<file path="config.mk">
export PLATFORM = sky130hd
export DESIGN_NAME = mem_arb
export DESIGN_NICKNAME = d
export VERILOG_FILES = /design/src/rtl/mem_arb_pkg.sv /design/src/rtl/mem_arb_wbuf.sv /design/src/rtl/mem_arb.sv
export SDC_FILE = /design/constraint.sdc
export NUM_CORES = 1
export LEC_CHECK = 0
export CORE_MARGIN = 3
export CORE_UTILIZATION = 42
export CTS_CLUSTER_SIZE = 12
export DETAILED_ROUTE_END_ITERATION = 8
export GPL_ROUTABILITY_DRIVEN = 1
export GPL_TIMING_DRIVEN = 0
export HOLD_SLACK_MARGIN = 0.15
export PLACE_DENSITY = 0.86
export SLEW_MARGIN = 20
export SYNTH_ARGS = -nofsm -noshare
export SYNTH_HDL_FRONTEND = slang
export SYNTH_HIERARCHICAL = 1
export SYNTH_SLANG_ARGS = --single-unit
</file>
<file path="constraint.sdc">
create_clock -name clock -period 3.51 [get_ports clock]
set_input_delay 0.5265 -clock clock [delete_from_list [all_inputs] [get_ports clock]]
set_output_delay 0.5265 -clock clock [all_outputs]
set_load 0.02 [all_outputs]
</file>
<file path="src/rtl/mem_arb_pkg.sv">
// Shared types and defaults for the mem_arb video/CPU dual-port RAM arbiter.
package mem_arb_pkg;

  localparam int unsigned MAXWAIT_DEF = 4;

  typedef enum logic [1:0] {
    IDLE = 2'd0,
    VID  = 2'd1,
    CPU  = 2'd2
  } owner_t;

endpackage

</file>
<file path="src/rtl/mem_arb_wbuf.sv">
// One-entry CPU write buffer driving the RAM write port, with an address
// compare against the buffered entry for read forwarding.
module mem_arb_wbuf
  import mem_arb_pkg::*;
#(
  parameter int unsigned AW = 14
) (
  input  logic          clock,
  input  logic          reset,
  input  logic          wreq,
  input  logic [AW-1:0] wa,
  input  logic [7:0]    d,
  output logic          wack,
  output logic          ram_w2,
  output logic [AW-1:0] ram_a2,
  output logic [7:0]    ram_d2,
  input  logic [AW-1:0] cmp_a,
  output logic          hit,
  output logic [7:0]    hit_d
);

  logic          wb_full;
  logic [AW-1:0] wb_a;
  logic [7:0]    wb_d;

  // The entry always drains while full, so a new write is accepted every cycle.
  assign ram_w2 = wb_full;
  assign ram_a2 = wb_a;
  assign ram_d2 = wb_d;
  assign wack   = reset & wreq & (~wb_full | ram_w2);

  assign hit    = wb_full & (wb_a == cmp_a);
  assign hit_d  = wb_d;

  always_ff @(posedge clock or negedge reset) begin
    if (!reset) begin
      wb_full <= 1'b0;
      wb_a    <= '0;
      wb_d    <= '0;
    end else if (wack) begin
      wb_full <= 1'b1;
      wb_a    <= wa;
      wb_d    <= d;
    end else begin
      wb_full <= 1'b0;
    end
  end

endmodule

</file>
<file path="src/rtl/mem_arb.sv">
// Video/CPU arbiter for an external dual-port RAM: read port arbitrated with
// CPU anti-starvation, write port fed by a one-entry buffer.
// Optional read forwarding from the write buffer: define MEM_ARB_FWD_EN.
module mem_arb
  import mem_arb_pkg::*;
#(
  parameter int unsigned AW      = 14,
  parameter int unsigned MAXWAIT = MAXWAIT_DEF
) (
  input  logic          clock,
  input  logic          reset,
  input  logic          v_req,
  input  logic [AW-1:0] v_a,
  output logic          v_ack,
  output logic          v_valid,
  output logic [7:0]    v_q,
  input  logic          c_rreq,
  input  logic [AW-1:0] c_ra,
  output logic          c_rack,
  output logic          c_valid,
  output logic [7:0]    c_q,
  input  logic          c_wreq,
  input  logic [AW-1:0] c_wa,
  input  logic [7:0]    c_d,
  output logic          c_wack,
  output logic [AW-1:0] ram_a1,
  input  logic [7:0]    ram_q1,
  output logic [AW-1:0] ram_a2,
  output logic [7:0]    ram_d2,
  output logic          ram_w2
);

  owner_t     owner, owner_nx;
  logic [3:0] wait_cnt;
  logic       cpu_win, vid_win;
  logic [7:0] v_hold, c_hold, c_rd;
  logic       hit;
  logic [7:0] hit_d;

  // Grants are gated by reset so every output reads zero while reset is low.
  always_comb begin
    cpu_win = reset & c_rreq & (~v_req | (wait_cnt == 4'(MAXWAIT)));
    vid_win = reset & v_req & ~cpu_win;
  end

  assign v_ack  = vid_win;
  assign c_rack = cpu_win;
  assign ram_a1 = !reset ? '0 : (cpu_win ? c_ra : v_a);

  always_ff @(posedge clock or negedge reset) begin
    if (!reset) owner <= IDLE;
    else        owner <= owner_nx;
  end

  always_comb begin
    owner_nx = IDLE;
    if (cpu_win)      owner_nx = CPU;
    else if (vid_win) owner_nx = VID;
  end

  always_comb begin
    v_valid = (owner == VID);
    c_valid = (owner == CPU);
  end

  always_ff @(posedge clock or negedge reset) begin
    if (!reset) begin
      wait_cnt <= '0;
    end else if (c_rreq && !cpu_win) begin
      if (wait_cnt != 4'(MAXWAIT)) wait_cnt <= wait_cnt + 4'd1;
    end else begin
      wait_cnt <= '0;
    end
  end

  mem_arb_wbuf #(.AW(AW)) u_wbuf (
    .clock  (clock),
    .reset  (reset),
    .wreq   (c_wreq),
    .wa     (c_wa),
    .d      (c_d),
    .wack   (c_wack),
    .ram_w2 (ram_w2),
    .ram_a2 (ram_a2),
    .ram_d2 (ram_d2),
    .cmp_a  (c_ra),
    .hit    (hit),
    .hit_d  (hit_d)
  );

`ifdef MEM_ARB_FWD_EN
  logic       fwd_hit;
  logic [7:0] fwd_d;

  // Buffered data is captured at grant time; the RAM read of the same cycle is stale.
  always_ff @(posedge clock or negedge reset) begin
    if (!reset) begin
      fwd_hit <= 1'b0;
      fwd_d   <= '0;
    end else begin
      fwd_hit <= cpu_win & hit;
      fwd_d   <= hit_d;
    end
  end

  assign c_rd = fwd_hit ? fwd_d : ram_q1;
`else
  logic unused_fwd;
  assign unused_fwd = ^{hit, hit_d};
  assign c_rd       = ram_q1;
`endif

  always_ff @(posedge clock or negedge reset) begin
    if (!reset) begin
      v_hold <= '0;
      c_hold <= '0;
    end else begin
      if (v_valid) v_hold <= ram_q1;
      if (c_valid) c_hold <= c_rd;
    end
  end

  assign v_q = v_valid ? ram_q1 : v_hold;
  assign c_q = c_valid ? c_rd : c_hold;

endmodule

</file>
==> results of run 1 <==
metrics by stage:
step | cells | setup slack [ns]
2_1_floorplan | 141 | 1.53
6_report | 337 | 0.549
3_3_place_gp | 328 | -1.12
3_5_place_dp | 329 | 0.501
5_1_grt | 337 | 0.368
4_1_cts | 337 | 0.492
worst paths after layout:
check / to / depth (start not counted)
max: ram_a1[12] / 7
min: v_hold[0] / 1
min reg2reg: c_hold[0] / 1
max in group asynchronous: u_wbuf/ram_a2[9] / 2
min in group clock: c_hold[0] / 1
max reg2reg: owner[0] / 6
cell type report:
type | instances | area, um2 | area share [%]
multi-input combinational | 77 | 815 | 23.1
timing repair buffer | 121 | 1220 | 34.6
inverter | 4 | 15.0 | 0.427
tap | 67 | 83.8 | 2.38
clock inverter | 3 | 65.1 | 1.85
sequential | 45 | 1130 | 32.0
buffer | 15 | 130 | 3.70
clock buffer | 5 | 68.8 | 1.96
power by group:
group	internal (uW)	switching (uW)	total, uW	leakage (uW)
Clock	283	165	447	0.0000681
Combinational	357	267	624	0.000971
Sequential	605	42.8	648	0.000539
Total	1250	474	1720	0.00158
sequential cells by signal (all words and copies together) (netlist names):
name           flops
wait_cnt           4
u_wbuf/hit_d       8
u_wbuf/ram_a2     14
u_wbuf/ram_w2      1
c_hold             8
v_hold             8
owner              2
routing by layer:
metal / vias up / part of all wire, %
li1: 741 / -
met1: 779 / 40
met2: 48 / 54
met3: 4 / 5.3
met4: 0 / 0.54
met5: - / 0
worst max-delay path: stages:
cell and delay, ns:
buf_2 0.35, buf_12 0.26, nand2_1 0.11, a21oi_4 0.23
buf_6 0.18, a22o_1 0.15, clkdlybuf4s50_1 0.61
cell usage in the layout (no fill, tap or decap):
cell,instances
nand2_1,2
nand3b_4,1
a22o_1,10
nor2_1,5
nand2b_1,2
nand3_1,1
buf_12,1
a22o_2,4
mux2_4,19
buf_4,8
ha_1,2
xnor2_1,2
nor2b_1,2
dfrtp_1,45
a31oi_1,1
clkinv_2,1
a21oi_4,1
a21oi_1,1
bufinv_16,2
mux2_2,19
buf_2,3
buf_6,4
clkdlybuf4s50_1,119
inv_1,4
buf_8,1
nand2_2,1
mux2i_1,2
nand4b_1,1
clkbuf_8,5
and3_1,1
==> summary.md, run 1 <==
| Metric | Value |
|---|---|
| Post-Route Setup TNS | 0 ns |
| Avg Inst Size Synth | 14.8 um2 |
| Port bufs | 120 |
| Clock Skews | 0.00129 ns |
| CP max FO | 33 |
| Drc violations | 0 |
| I/O pin cnt | 121 |
| Clock transition at path regs | 0.08 ns |
| Initial Utilization | 43.9% |
| Routed WL | 5150 um |
| Flop2flop setup slack | 1.95 ns |
| Post-route cell area | 3520 um2 |
| Minimum clock period | 2.96 ns |
| Met3 global-route usage | 5.08% |
| Worst-Margin Slew | 0.419 ns |
| Max Cap Viol | 0 |
| Ys Warns | 6 |
| Vias in the first global route | 1,722 |
| Hold WC Path Type | primary input to async pin |
| DR WL/cell | 15.3 um |
| Clock buffer count from CTS | 5 |
| Critical path required time | 2.98 ns |
| Die area | 5850 um2 |
| Post-Syn Instances | 141 |
| WHS | 0.160 ns |
| First-pass GRT wire length | 8720 um |
| Initial drt markers | 35 |
| RSZ-0062 raised after global routing | false |
| Reg2reg start | wait_cnt[0] |
| Antenna Nets Post-Route | 0 |
| CP endpoint kind | output port |
| Post-CTS Setup Repair Bufs | 0 |
| Vias | 1,572 |
| GRT Max-Usage Layer | met2 |
| Placement Rows | 25 |
| Post-layout util | 74.0% |
| Critical path arrival | 2.43 ns |
| Tot GR Track Use | 18.4% |
| Die Height | 76.5 um |
| Crit Path Class | primary input to output port |
| Synthesized cell area | 2090 um2 |
| Final Hold Vio Count | 0 |
| Initial antenna violation count | 0 |
| CTS Buffer Depth | 2 |
| Worst Setup SP | reset |
| Met1 Use GR | 22.1% |
| Peak Freq | 338 MHz |
| Final setup violating endpoints | 0 |
| TritonRoute pass-1 iters | 4 |
| Largest net degree at the start of global routing | 34 |
| Overflow after GRT | 0 |
| Clk sinks | 45 |
| Dpl hpwl | 4150 um |
| Worst vdd ir | 0.408 mV |
| Tcrit/Tclk final | 84.3% |
| Placed Area | 3390 um2 |
| CP Launch Type | primary input |
| Core area | 4750 um2 |
| Total power | 1720 uW |
| Worst skew pair latency | 0.29 ns |
| CTS H-tree depth | 2 |
| Syn_nets | 206 |
| Root Driver | clkbuf_8 |
| Area Overhead vs Synth | 68.7% |
| Via density | 4.66 |
| Fill cells | 361 |
| P_leak | 0.00158 uW |
| Grt met2 use | 33.3% |
| Nets | 334 |
| Chip Width | 76.5 um |
| Pins Over Slew Limit | 0 |
| GPL Wtd Cong | 0.712 |
| CTS tree | built |
| Hold buffers post-CTS | 0 |
| Worst slew margin relative to its limit | 72.1% |
| Cts repair resizes | 0 |
| Antenna cells | 0 |
| Outcome | finished, final reports clean |
| Layout cells sized above 1 | 25.9% |
| Power density over the cells | 488 nW/um2 |
(Power assumes the default switching activity.)
==> run 2: changes to the inputs <==
--- a/config.mk
+++ b/config.mk
@@ -6,13 +6,13 @@
 export NUM_CORES = 1
 export LEC_CHECK = 0
 export CORE_MARGIN = 3
-export CORE_UTILIZATION = 42
+export CORE_UTILIZATION = 39
 export CTS_CLUSTER_SIZE = 12
 export DETAILED_ROUTE_END_ITERATION = 8
 export GPL_ROUTABILITY_DRIVEN = 1
 export GPL_TIMING_DRIVEN = 0
 export HOLD_SLACK_MARGIN = 0.15
-export PLACE_DENSITY = 0.86
+export PLACE_DENSITY = 0.8
 export SLEW_MARGIN = 20
 export SYNTH_ARGS = -nofsm -noshare
 export SYNTH_HDL_FRONTEND = slang
==> constraint.sdc (replaced) <==
create_clock -name clock -period 2.8 [get_ports clock]
set_input_delay 0.42 -clock clock [delete_from_list [all_inputs] [get_ports clock]]
set_output_delay 0.42 -clock clock [all_outputs]
set_load 0.02 [all_outputs]
==> summary.md, run 2 (same netlist as run 1, synthesis figures left out) <==
| Metric | Value |
|---|---|
| Met1 WL | 1970 um (was 2040 um) |
| Crit Path Class | flop to output port (was primary input to output port) |
| Layout cells sized above 1 | 25.3% (was 25.9%) |
| Post-Route Setup TNS | 0 ns (unchanged) |
| First-pass GRT wire length | 8540 um (was 8720 um) |
| Vias | 1,606 (was 1,572) |
| CP endpoint kind | output port (unchanged) |
| Nets | 337 (was 334) |
| Placement Rows | 25 (unchanged) |
| Most common cell after layout, fill and taps aside | clkdlybuf4s50_1 (unchanged) |
| Tot GR Track Use | 17.7% (was 18.4%) |
| Worst vdd ir | 0.267 mV (was 0.408 mV) |
| WHS | 0.172 ns (was 0.160 ns) |
| CTS H-tree depth | 2 (unchanged) |
| DR WL/cell | 15.8 um (was 15.3 um) |
| Peak Freq | 375 MHz |
| Pins Over Slew Limit | 0 (unchanged) |
| Antenna Nets Post-Route | 0 (unchanged) |
| Critical path arrival | 2.25 ns (was 2.43 ns) |
| Root Driver | clkbuf_8 (unchanged) |
| Hold WC Path Type | primary input to async pin (unchanged) |
| GPL Wtd Cong | 0.757 (was 0.712) |
| P_leak | 0.00166 uW (was 0.00158 uW) |
| CP max FO | 11 (was 33) |
| Via density | 4.72 (was 4.66) |
| Fill cells | 376 (was 361) |
| Critical path required time | 2.38 ns (was 2.98 ns) |
| Clock Skews | 0.00749 ns (was 0.00129 ns) |
| TritonRoute pass-1 iters | 4 (unchanged) |
| Worst skew pair latency | 0.29 ns (about the same) |
| Chip Width | 79.1 um (was 76.5 um) |
| Routed WL | 5370 um (was 5150 um) |
| CTS Buffer Depth | 2 (unchanged) |
| Max Cap Viol | 0 (unchanged) |
| Antenna cells | 0 (unchanged) |
| Clock buffer count from CTS | 5 (unchanged) |
| Overflow after GRT | 0 (unchanged) |
| Met3 wire length | 434 um (was 271 um) |
| Worst slew margin relative to its limit | 49.6% (was 72.1%) |
| Power density over the cells | 560 nW/um2 (was 488 nW/um2) |
| Initial Utilization | 42.2% (was 43.9%) |
| DP Worst Slack | -0.190 ns (was 0.501 ns) |
| Final setup violating endpoints | 0 (unchanged) |
| Commonest non-fill, non-tap cells in the layout | clkdlybuf4s50_1, dfrtp_1, mux2_2, mux2_4, a22o_1 (unchanged) |
| Worst-Margin Slew | 0.754 ns (was 0.419 ns) |
| Drc violations | 0 (unchanged) |
| Initial antenna violation count | 0 (unchanged) |
| Port bufs | 120 (unchanged) |
| Clock transition at path regs | 0.08 ns (about the same) |
| CTS tree | built (unchanged) |
| Outcome | finished, final reports clean (unchanged) |
| Tcrit/Tclk final | 95.3% |
| Final Hold Vio Count | 0 (unchanged) |
| I/O pin cnt | 121 (unchanged) |
| Dpl hpwl | 4240 um (was 4150 um) |
| Met2 wire length | 2890 um (was 2800 um) |
| RSZ-0062 raised after global routing | false (unchanged) |
| Vias in the first global route | 1,717 (was 1,722) |
| Clk sinks | 45 (unchanged) |
| Minimum clock period | 2.67 ns |
| Die area | 6260 um2 (was 5850 um2) |
| Worst setup margin | 0.131 ns (was 0.549 ns) |
| Area Overhead vs Synth | 69.0% (was 68.7%) |
| Die Height | 79.1 um (was 76.5 um) |
| Number of flip-flops in the largest register | 14 (unchanged) |
| Max layer used | met4 (unchanged) |
| Largest net degree at the start of global routing | 29 (was 34) |
| Core area | 4940 um2 (was 4750 um2) |
| Initial drt markers | 37 (was 35) |
| CP Launch Type | flop (was primary input) |
run 2: final timing paths:
check	to	slack (ns)	from	depth (start not counted)
min in group clock	v_hold[4]	0.49	v_hold[4]	1
worst max register to register	owner[0]	1.28	wait_cnt[0]	6
worst min register to register	v_hold[4]	0.49	v_hold[4]	1
worst min-delay path	u_wbuf/ram_a2[4]	0.17	reset	3
worst max-delay path	c_rack	0.13	wait_cnt[0]	6
max in group asynchronous	c_hold[4]	1.43	reset	3
run 2: stage by stage:
stage               cells  cell area [um2]  util, %  total power, uW
floorplan             141             2090        -             1220
global placement      328             3370     68.2             1600
detailed placement    329             3390     68.7             1620
CTS                   340             3520     71.1             2010
global route          340             3530     71.3             2080
finish                340             3530     71.3             1980
run 2: repair_timing:
| item | 4_1_cts | 5_1_grt |
|---|---|---|
| buffers inserted | 0 | 0 |
| setup endpoints to repair | 10 | 4 |
| endpoints found under the hold margin | 28 | 0 |
| hold buffers | 3 | 0 |
| gates resized for setup | 9 | 4 |
run 2: layer usage:
metal	vias up	track usage, %
li1	754	-
met1	768	19.4
met2	77	32.2
met3	7	6.01
met4	0	4.98
met5	-	0
run 2: worst max-delay path: stages (launching register included):
cell and delay [ns]:
dfrtp_1 0.43, inv_1 0.07, ha_1 0.25, nand3b_4 0.15
a21oi_4 0.26, buf_6 0.18, clkdlybuf4s50_1 0.62
run 2: where the power goes:
part / switching [uW] / total [uW] / internal (uW)
Combinational: 341 / 790 / 449
Clock: 198 / 376 / 177
Sequential: 50.4 / 809 / 759
Total: 590 / 1970 / 1380
run 2: layout make-up:
cell class / count / area (um2) / area share [%]
sequential: 45 / 1130 / 31.9
tap: 67 / 83.8 / 2.38
inverter: 4 / 15.0 / 0.426
clock buffer: 8 / 80.1 / 2.27
multi-input combinational: 77 / 815 / 23.1
buffer: 15 / 130 / 3.69
timing repair buffer: 124 / 1280 / 36.2
